==> config.mk <==
export PLATFORM = sky130hd
export DESIGN_NAME = decode_queue
export DESIGN_NICKNAME = d
export VERILOG_FILES = /design/src/rtl/decode_queue_pkg.sv /design/src/rtl/decode_fifo.sv /design/src/rtl/decode_queue.sv
export SDC_FILE = /design/constraint.sdc
export NUM_CORES = 1
export LEC_CHECK = 0
export ABC_AREA = 1
export CAP_MARGIN = 20
export CORE_ASPECT_RATIO = 1.5
export CORE_UTILIZATION = 50
export DETAILED_ROUTE_END_ITERATION = 10
export PLACE_DENSITY = 0.8
export SETUP_SLACK_MARGIN = 0.05
export SLEW_MARGIN = 10
export SYNTH_ARGS = -nofsm -noshare
export SYNTH_HDL_FRONTEND = slang
export SYNTH_SLANG_ARGS = --single-unit
export TNS_END_PERCENT = 30
==> constraint.sdc <==
create_clock -name clk -period 19.3 [get_ports clk]
set_clock_uncertainty 0.1 [all_clocks]
set_input_delay 5.79 -clock clk [delete_from_list [all_inputs] [get_ports clk]]
set_output_delay 5.79 -clock clk [all_outputs]
set_load 0.005 [all_outputs]
==> src/rtl/decode_queue_pkg.sv <==
// Shared types for the decode queue: opcode, ALU/compare op codes, instruction
// formats and the decoded control word stored in every queue entry.
package decode_queue_pkg;

    // RV32 base opcodes accepted by the decoder
    typedef enum logic [6:0] {
        OPC_LOAD   = 7'b0000011,
        OPC_OP_IMM = 7'b0010011,
        OPC_AUIPC  = 7'b0010111,
        OPC_STORE  = 7'b0100011,
        OPC_OP     = 7'b0110011,
        OPC_LUI    = 7'b0110111,
        OPC_BRANCH = 7'b1100011,
        OPC_JALR   = 7'b1100111,
        OPC_JAL    = 7'b1101111
    } opcode_t;

    // ALU operation: {funct7[5], funct3} for integer ops. Mul/div ops reuse
    // codes 0..7 and are told apart by the muldiv flag.
    typedef logic [3:0] alu_op_t;
    localparam alu_op_t ALU_ADD  = 4'b0000;
    localparam alu_op_t ALU_SLL  = 4'b0001;
    localparam alu_op_t ALU_SLT  = 4'b0010;
    localparam alu_op_t ALU_SLTU = 4'b0011;
    localparam alu_op_t ALU_XOR  = 4'b0100;
    localparam alu_op_t ALU_SRL  = 4'b0101;
    localparam alu_op_t ALU_OR   = 4'b0110;
    localparam alu_op_t ALU_AND  = 4'b0111;
    localparam alu_op_t ALU_SUB  = 4'b1000;
    localparam alu_op_t ALU_SRA  = 4'b1101;
    localparam alu_op_t ALU_MUL    = 4'b0000;
    localparam alu_op_t ALU_MULH   = 4'b0001;
    localparam alu_op_t ALU_MULHSU = 4'b0010;
    localparam alu_op_t ALU_MULHU  = 4'b0011;
    localparam alu_op_t ALU_DIV    = 4'b0100;
    localparam alu_op_t ALU_DIVU   = 4'b0101;
    localparam alu_op_t ALU_REM    = 4'b0110;
    localparam alu_op_t ALU_REMU   = 4'b0111;

    // Compare op: branch funct3 encoding, reused for SLT/SLTU
    typedef logic [2:0] cmp_op_t;
    localparam cmp_op_t CMP_EQ  = 3'b000;
    localparam cmp_op_t CMP_NE  = 3'b001;
    localparam cmp_op_t CMP_LT  = 3'b100;
    localparam cmp_op_t CMP_GE  = 3'b101;
    localparam cmp_op_t CMP_LTU = 3'b110;
    localparam cmp_op_t CMP_GEU = 3'b111;

    // Instruction format; R is zero so an all-zero control word is idle
    typedef enum logic [2:0] {
        FMT_R = 3'd0,
        FMT_I = 3'd1,
        FMT_S = 3'd2,
        FMT_B = 3'd3,
        FMT_U = 3'd4,
        FMT_J = 3'd5
    } inst_format_t;

    // funct3 / funct7 values the decoder keys on
    localparam logic [2:0] F3_SLT    = 3'b010;
    localparam logic [2:0] F3_SLTU   = 3'b011;
    localparam logic [2:0] F3_SR     = 3'b101;
    localparam logic [6:0] F7_MULDIV = 7'b0000001;

    localparam logic [2:0] F3_MUL    = 3'b000;
    localparam logic [2:0] F3_MULH   = 3'b001;
    localparam logic [2:0] F3_MULHSU = 3'b010;
    localparam logic [2:0] F3_MULHU  = 3'b011;
    localparam logic [2:0] F3_DIV    = 3'b100;
    localparam logic [2:0] F3_DIVU   = 3'b101;
    localparam logic [2:0] F3_REM    = 3'b110;
    localparam logic [2:0] F3_REMU   = 3'b111;

    // Decoded control word kept per queue entry
    typedef struct packed {
        inst_format_t format;
        logic [4:0]   rs1;
        logic [4:0]   rs2;
        logic [4:0]   rd;
        logic         branch;
        logic         jump;
        logic         compare;
        logic         cmp_imm;
        cmp_op_t      cmp_op;
        logic         alu_imm;
        logic         alu_pc;
        alu_op_t      alu_op;
        logic         mem_read;
        logic         mem_write;
        logic [1:0]   mem_size;
        logic         mem_unsigned;
        logic         muldiv;
        logic         illegal;
    } decode_ctrl_t;

    // Map an M-extension funct3 onto its ALU op code
    function automatic alu_op_t muldiv_alu_op(input logic [2:0] f3);
        alu_op_t op;
        case (f3)
            F3_MUL:    op = ALU_MUL;
            F3_MULH:   op = ALU_MULH;
            F3_MULHSU: op = ALU_MULHSU;
            F3_MULHU:  op = ALU_MULHU;
            F3_DIV:    op = ALU_DIV;
            F3_DIVU:   op = ALU_DIVU;
            F3_REM:    op = ALU_REM;
            default:   op = ALU_REMU;
        endcase
        return op;
    endfunction

endpackage

==> src/rtl/decode_fifo.sv <==
// Circular-buffer FIFO holding pre-decoded entries. The head entry is read
// straight from the storage array so a word written in one cycle is visible
// at the head the next cycle. Pushes when full and pops when empty are ignored.
module decode_fifo #(
    parameter int DEPTH = 4,
    parameter int WIDTH = 8
) (
    input  logic                     clk,
    input  logic                     rst,
    input  logic                     flush,
    input  logic                     push,
    input  logic                     pop,
    input  logic [WIDTH-1:0]         wdata,
    output logic [WIDTH-1:0]         rdata,
    output logic [$clog2(DEPTH):0]   count,
    output logic                     full,
    output logic                     empty
);

    localparam int AW = $clog2(DEPTH);
    localparam int CW = AW + 1;
    localparam logic [CW-1:0] FULL_CNT = CW'(DEPTH);

    logic [WIDTH-1:0] mem [DEPTH];
    logic [AW-1:0]    wr_ptr_reg, wr_ptr_next;
    logic [AW-1:0]    rd_ptr_reg, rd_ptr_next;
    logic [CW-1:0]    count_reg, count_next;
    logic             push_en, pop_en;

    assign full    = (count_reg == FULL_CNT);
    assign empty   = (count_reg == '0);
    assign push_en = push & ~full;
    assign pop_en  = pop & ~empty;
    assign count   = count_reg;
    assign rdata   = mem[rd_ptr_reg];

    // Next pointers/occupancy; pointers wrap naturally since DEPTH is 2^AW
    always_comb begin
        wr_ptr_next = wr_ptr_reg + AW'(push_en);
        rd_ptr_next = rd_ptr_reg + AW'(pop_en);
        count_next  = count_reg + CW'(push_en) - CW'(pop_en);
        if (flush) begin
            wr_ptr_next = '0;
            rd_ptr_next = '0;
            count_next  = '0;
        end
    end

    // Pointer and occupancy registers; reset beats flush, push and pop
    always_ff @(posedge clk) begin
        if (rst) begin
            wr_ptr_reg <= '0;
            rd_ptr_reg <= '0;
            count_reg  <= '0;
        end else begin
            wr_ptr_reg <= wr_ptr_next;
            rd_ptr_reg <= rd_ptr_next;
            count_reg  <= count_next;
        end
    end

    // Entry storage; contents are left alone by reset
    always_ff @(posedge clk) begin
        if (push_en && !flush && !rst) begin
            mem[wr_ptr_reg] <= wdata;
        end
    end

endmodule

==> src/rtl/decode_queue.sv <==
// Decode queue: decodes each fetched RV32 word on the way in and buffers
// {pc, decoded control} in a small FIFO. in_ready/out_valid come from
// registered occupancy only.
// Optional feature: define RV32M_EN to decode the M extension (mul/div);
// without it those encodings are flagged illegal.
module decode_queue
    import decode_queue_pkg::*;
#(
    parameter int DEPTH = 4,
    parameter int XLEN  = 32
) (
    input  logic                     clk,
    input  logic                     rst,
    input  logic                     flush,
    input  logic                     in_valid,
    output logic                     in_ready,
    input  logic [31:0]              in_instr,
    input  logic [XLEN-1:0]          in_pc,
    output logic                     out_valid,
    input  logic                     out_ready,
    output logic [XLEN-1:0]          out_pc,
    output decode_ctrl_t             out_ctrl,
    output logic [$clog2(DEPTH):0]   count
);

    localparam int ENTRY_W = XLEN + $bits(decode_ctrl_t);

    decode_ctrl_t       dec_ctrl;
    logic [ENTRY_W-1:0] head_entry;
    logic [XLEN-1:0]    head_pc;
    decode_ctrl_t       head_ctrl;
    logic               fifo_full, fifo_empty;

    // Combinational RV32 decode of the offered word
    always_comb begin
        opcode_t    opc;
        logic [2:0] f3;
        logic [6:0] f7;
        logic       legal;

        opc   = opcode_t'(in_instr[6:0]);
        f3    = in_instr[14:12];
        f7    = in_instr[31:25];
        legal = 1'b1;

        dec_ctrl        = '0;
        dec_ctrl.rs1    = in_instr[19:15];
        dec_ctrl.rs2    = in_instr[24:20];
        dec_ctrl.rd     = in_instr[11:7];
        dec_ctrl.cmp_op = f3;

        case (opc)
            OPC_OP: begin
                dec_ctrl.format = FMT_R;
                dec_ctrl.alu_op = {f7[5], f3};
                if (f7 == F7_MULDIV) begin
`ifdef RV32M_EN
                    dec_ctrl.muldiv = 1'b1;
                    dec_ctrl.alu_op = muldiv_alu_op(f3);
`else
                    legal = 1'b0;
`endif
                end else if (f3 == F3_SLT) begin
                    dec_ctrl.compare = 1'b1;
                    dec_ctrl.cmp_op  = CMP_LT;
                end else if (f3 == F3_SLTU) begin
                    dec_ctrl.compare = 1'b1;
                    dec_ctrl.cmp_op  = CMP_LTU;
                end
            end
            OPC_OP_IMM: begin
                dec_ctrl.format  = FMT_I;
                dec_ctrl.alu_imm = 1'b1;
                dec_ctrl.cmp_imm = 1'b1;
                // Only SRAI keeps funct7[5]; elsewhere those bits are immediate
                dec_ctrl.alu_op  = {f7[5] & (f3 == F3_SR), f3};
                if (f3 == F3_SLT) begin
                    dec_ctrl.compare = 1'b1;
                    dec_ctrl.cmp_op  = CMP_LT;
                end else if (f3 == F3_SLTU) begin
                    dec_ctrl.compare = 1'b1;
                    dec_ctrl.cmp_op  = CMP_LTU;
                end
            end
            OPC_LOAD: begin
                dec_ctrl.format       = FMT_I;
                dec_ctrl.alu_imm      = 1'b1;
                dec_ctrl.mem_read     = 1'b1;
                dec_ctrl.mem_size     = f3[1:0];
                dec_ctrl.mem_unsigned = f3[2];
            end
            OPC_STORE: begin
                dec_ctrl.format    = FMT_S;
                dec_ctrl.alu_imm   = 1'b1;
                dec_ctrl.mem_write = 1'b1;
                dec_ctrl.mem_size  = f3[1:0];
                dec_ctrl.rd        = '0;
            end
            OPC_BRANCH: begin
                dec_ctrl.format  = FMT_B;
                dec_ctrl.branch  = 1'b1;
                dec_ctrl.alu_imm = 1'b1;
                dec_ctrl.alu_pc  = 1'b1;
                dec_ctrl.rd      = '0;
            end
            OPC_LUI: begin
                dec_ctrl.format  = FMT_U;
                dec_ctrl.alu_imm = 1'b1;
                dec_ctrl.rs1     = '0;
            end
            OPC_AUIPC: begin
                dec_ctrl.format  = FMT_U;
                dec_ctrl.alu_imm = 1'b1;
                dec_ctrl.alu_pc  = 1'b1;
            end
            OPC_JAL: begin
                dec_ctrl.format  = FMT_J;
                dec_ctrl.jump    = 1'b1;
                dec_ctrl.alu_imm = 1'b1;
                dec_ctrl.alu_pc  = 1'b1;
            end
            OPC_JALR: begin
                dec_ctrl.format  = FMT_I;
                dec_ctrl.jump    = 1'b1;
                dec_ctrl.alu_imm = 1'b1;
            end
            default: legal = 1'b0;
        endcase

        // Illegal words still travel down the queue, carrying only the flag
        if (!legal) begin
            dec_ctrl         = '0;
            dec_ctrl.illegal = 1'b1;
        end
    end

    decode_fifo #(
        .DEPTH (DEPTH),
        .WIDTH (ENTRY_W)
    ) u_fifo (
        .clk   (clk),
        .rst   (rst),
        .flush (flush),
        .push  (in_valid),
        .pop   (out_ready),
        .wdata ({in_pc, dec_ctrl}),
        .rdata (head_entry),
        .count (count),
        .full  (fifo_full),
        .empty (fifo_empty)
    );

    assign {head_pc, head_ctrl} = head_entry;

    assign in_ready  = ~fifo_full;
    assign out_valid = ~fifo_empty;
    // Present zeros while empty so stale storage never leaks out
    assign out_pc    = out_valid ? head_pc : '0;
    assign out_ctrl  = out_valid ? head_ctrl : '0;

endmodule

==> key figures <==
Routing
  – Drt total wl: 25400 µm
  – Initial drt markers: 540
  – Avg Vias per Cell: 5.48
  – Final ANT Viol Nets: 0
  – DRC: 0
  – Avg WL per Cell: 18.1 µm
  – Via count: 7696
  – Drt first pass iters: 5

CTS
  – Cts hold-fix bufs: 0
  – CTS clk-pin slew, worst paths: 60 ps
  – Post-CTS sizing: 0
  – H-tree Lvls: 1
  – Clk sink count: 283
  – CTS tree: built
  – Root Driver: clkbuf_16
  – Post-CTS Repair Setup Buffers: 0
  – CTS Buf Count: 25
  – CTS Buffer Depth: 3
  – Clk_lat worst skew: 510 ps

Place
  – DP Worst Slack: 10320 ps
  – Placer Congestion: 0.804
  – IO buf count: 142
  – Placed cell areas: 0.0132 mm²
  – Dpl hpwl: 15000 µm
  – DP Cell Count: 1361

Synthesis
  – Cell Area, Synth: 0.0116 mm²
  – #FFs+latches synth: 283
  – Part of the Yosys area used for sequential elements: 72.8%
  – Synth warn: 0
  – Yosys cell types: 32
  – Synthesized Nets: 1060
  – Yosys top cell by area: edfxtp_1
  – Avg Cell Area, Syn: 11.7 µm²
  – Top-area cell type share of the netlist area: 71.6%
  – Mapped Cells: 986
  – Most area-consuming cells after synthesis: edfxtp_1 72%, nor2_1 10%, o21ai_0 5.9%

Finish
  – Layout area overhead: 20.7%
  – Non-filler cells in the finished layout: 1405
  – Fill count: 1734
  – Final Util: 61.9%
  – Final net count: 1187
  – Layout cells sized above 1: 6.74%
  – Max FFs per register: 276
  – Final design area excluding fillers: 0.0140 mm²

Die
  – Core box area: 0.0226 mm²
  – Initial Utilization: 51.3%
  – Top Ports: 144
  – Die area: 0.0238 mm²
  – Rows: 67
  – Die X: 126 µm
  – Height of the die: 188 µm

Min path
  – Worst hold start: u_fifo.wr_ptr_reg[1]
  – Worst min path class: flop to flop
  – Hold endpoint: u_fifo.wr_ptr_reg[1]
  – Hold path depth: 2

Critical path
  – Crit path DAT: 3620 ps
  – Reg-to-reg endpoint: u_fifo.mem[1][67]
  – Crit path kind: flop to output port
  – CP Capture Type: output port
  – Worst Path Max Fanout: 108
  – Required time of the critical path: 13410 ps
  – Startpoint types: flop
  – FF-to-FF Start: u_fifo.count[1]
  – R2R depth: 6
  – R2R Setup Slk: 16030 ps

Timing
  – Max frequency: 0.105 GHz
  – RSZ-0062 raised after global routing: false
  – Setup violators final: 0
  – Final hold violations: 0
  – Slew margin rel.: 26.3%
  – Worst Setup Slack, final: 9790 ps
  – Setup tns final: 0 ps
  – Hold WS: 484 ps
  – Period minus WS final: 9510 ps
  – Slew @ Worst Pin: 1100 ps
  – Max-slew violations: 0
  – Period Utilization, post-route: 49.3%

Global routing
  – GR Overflow Total: 0
  – All-Layer GR Usage: 21.8%
  – Largest net degree at the start of global routing: 109
  – Number of global-route vias before repair: 7935
  – First-pass GRT wire length: 40300 µm
  – Initial antenna violation count: 1

Run status
  – Status: finished clean

Power and ir drop
  – Pwr dens: 93.1 mW/mm²
  – Static Leak: 4.76 nW
  – Design Power: 1.30 mW
  – Peak supply drop: 0.0649 mV

Job
  – Max-Cap Viols: 0
[per-layer routing]
layer / GRT usage, % / vias up / wire length (µm) / share of wire, %
li1: - / 3669 / - / -
met1: 25.1 / 3738 / 9810 / 39
met3: 2.50 / 39 / 1250 / 4.9
met5: 0 / - / 0 / 0
met2: 41.6 / 250 / 13900 / 55
met4: 7.28 / 0 / 474 / 1.9
[report_power, final]
part | total, mW | switching [mW] | internal [mW] | leakage (nW)
sequential | 0.687 | 0.00707 | 0.680 | 2.44
combinational | 0.160 | 0.0833 | 0.0769 | 1.96
clock | 0.453 | 0.202 | 0.251 | 0.357
[cell families after synthesis]
kind of cell	count (synthesis)	share of synthesized area, %
adder cells (fa/ha/maj)	5	0.606
AO/OA/AOI/OAI	213	9.24
AND/OR/NAND/NOR	382	13.4
buffers and inverters	98	3.54
flip-flops	283	72.8
other	1	0.0324
XOR/XNOR	4	0.303
[cell type report]
| cell class | instances | area [µm²] | share of cell area [%] |
|---|---|---|---|
| Timing Repair Buffer | 154 | 1520 | 10.9 |
| Antenna cell | 1 | 2.50 | 0.0179 |
| Clock inverter | 11 | 86.3 | 0.618 |
| Clock buffer | 31 | 648 | 4.64 |
| Tap cell | 276 | 345 | 2.47 |
| Multi-Input combinational cell | 605 | 2760 | 19.8 |
| Sequential cell | 283 | 8430 | 60.4 |
| Inverter | 44 | 169 | 1.21 |
[layout by cell type, fill, tap and decap left out, types with 3 or more instances in the layout]
cell	count
nand3_1	12
o21ai_1	4
nand2_1	29
edfxtp_1	276
inv_1	40
clkinv_2	6
nor2_4	3
o21ai_0	137
nor2_1	313
clkbuf_16	25
ha_1	4
clkdlybuf4s50_1	142
dfxtp_1	5
clkbuf_1	6
a21oi_1	71
buf_4	10
nor3_2	4
nor2_2	11
[cells in the mapped netlist]
master and count:
a21oi_1 71, and2_1 1, buf_1 5, buf_2 19, buf_4 1, buf_8 1, clkbuf_1 28, conb_1 1
dfxtp_1 7, edfxtp_1 276, fa_1 1, ha_1 4, inv_1 40, inv_2 3, inv_4 1, nand2_1 29
nand2_2 1, nand2_4 1, nand3_1 12, nand3_2 2, nand3_4 1, nand4_1 2, nor2_1 313, nor2_2 11
nor2_4 3, nor3_1 5, nor3_2 1, o211ai_1 1, o21ai_0 137, o21ai_1 4, xnor2_1 2, xor2_1 2
[worst max path at each step]
stage | from | to | slack (ps) | cells after the start
after floorplan | in_valid | u_fifo.mem[0][0] | 7890 | 3
after global placement | u_fifo.rd_ptr_reg[0] | out_ctrl[7] | 10440 | 5
after detailed placement | u_fifo.rd_ptr_reg[0] | out_ctrl[9] | 10320 | 5
after CTS | u_fifo.rd_ptr_reg[0] | out_ctrl[9] | 9770 | 5
after global routing | u_fifo.rd_ptr_reg[0] | out_ctrl[7] | 9550 | 5
final | u_fifo.rd_ptr_reg[0] | out_ctrl[9] | 9790 | 5
[critical path: stages, from the launching register on]
cell and delay, ps:
dfxtp_4 920, clkinv_2 560, buf_4 530, o21ai_0 390, a21oi_1 130, clkdlybuf4s50_1 470
Power figures use the tool's default switching activity.
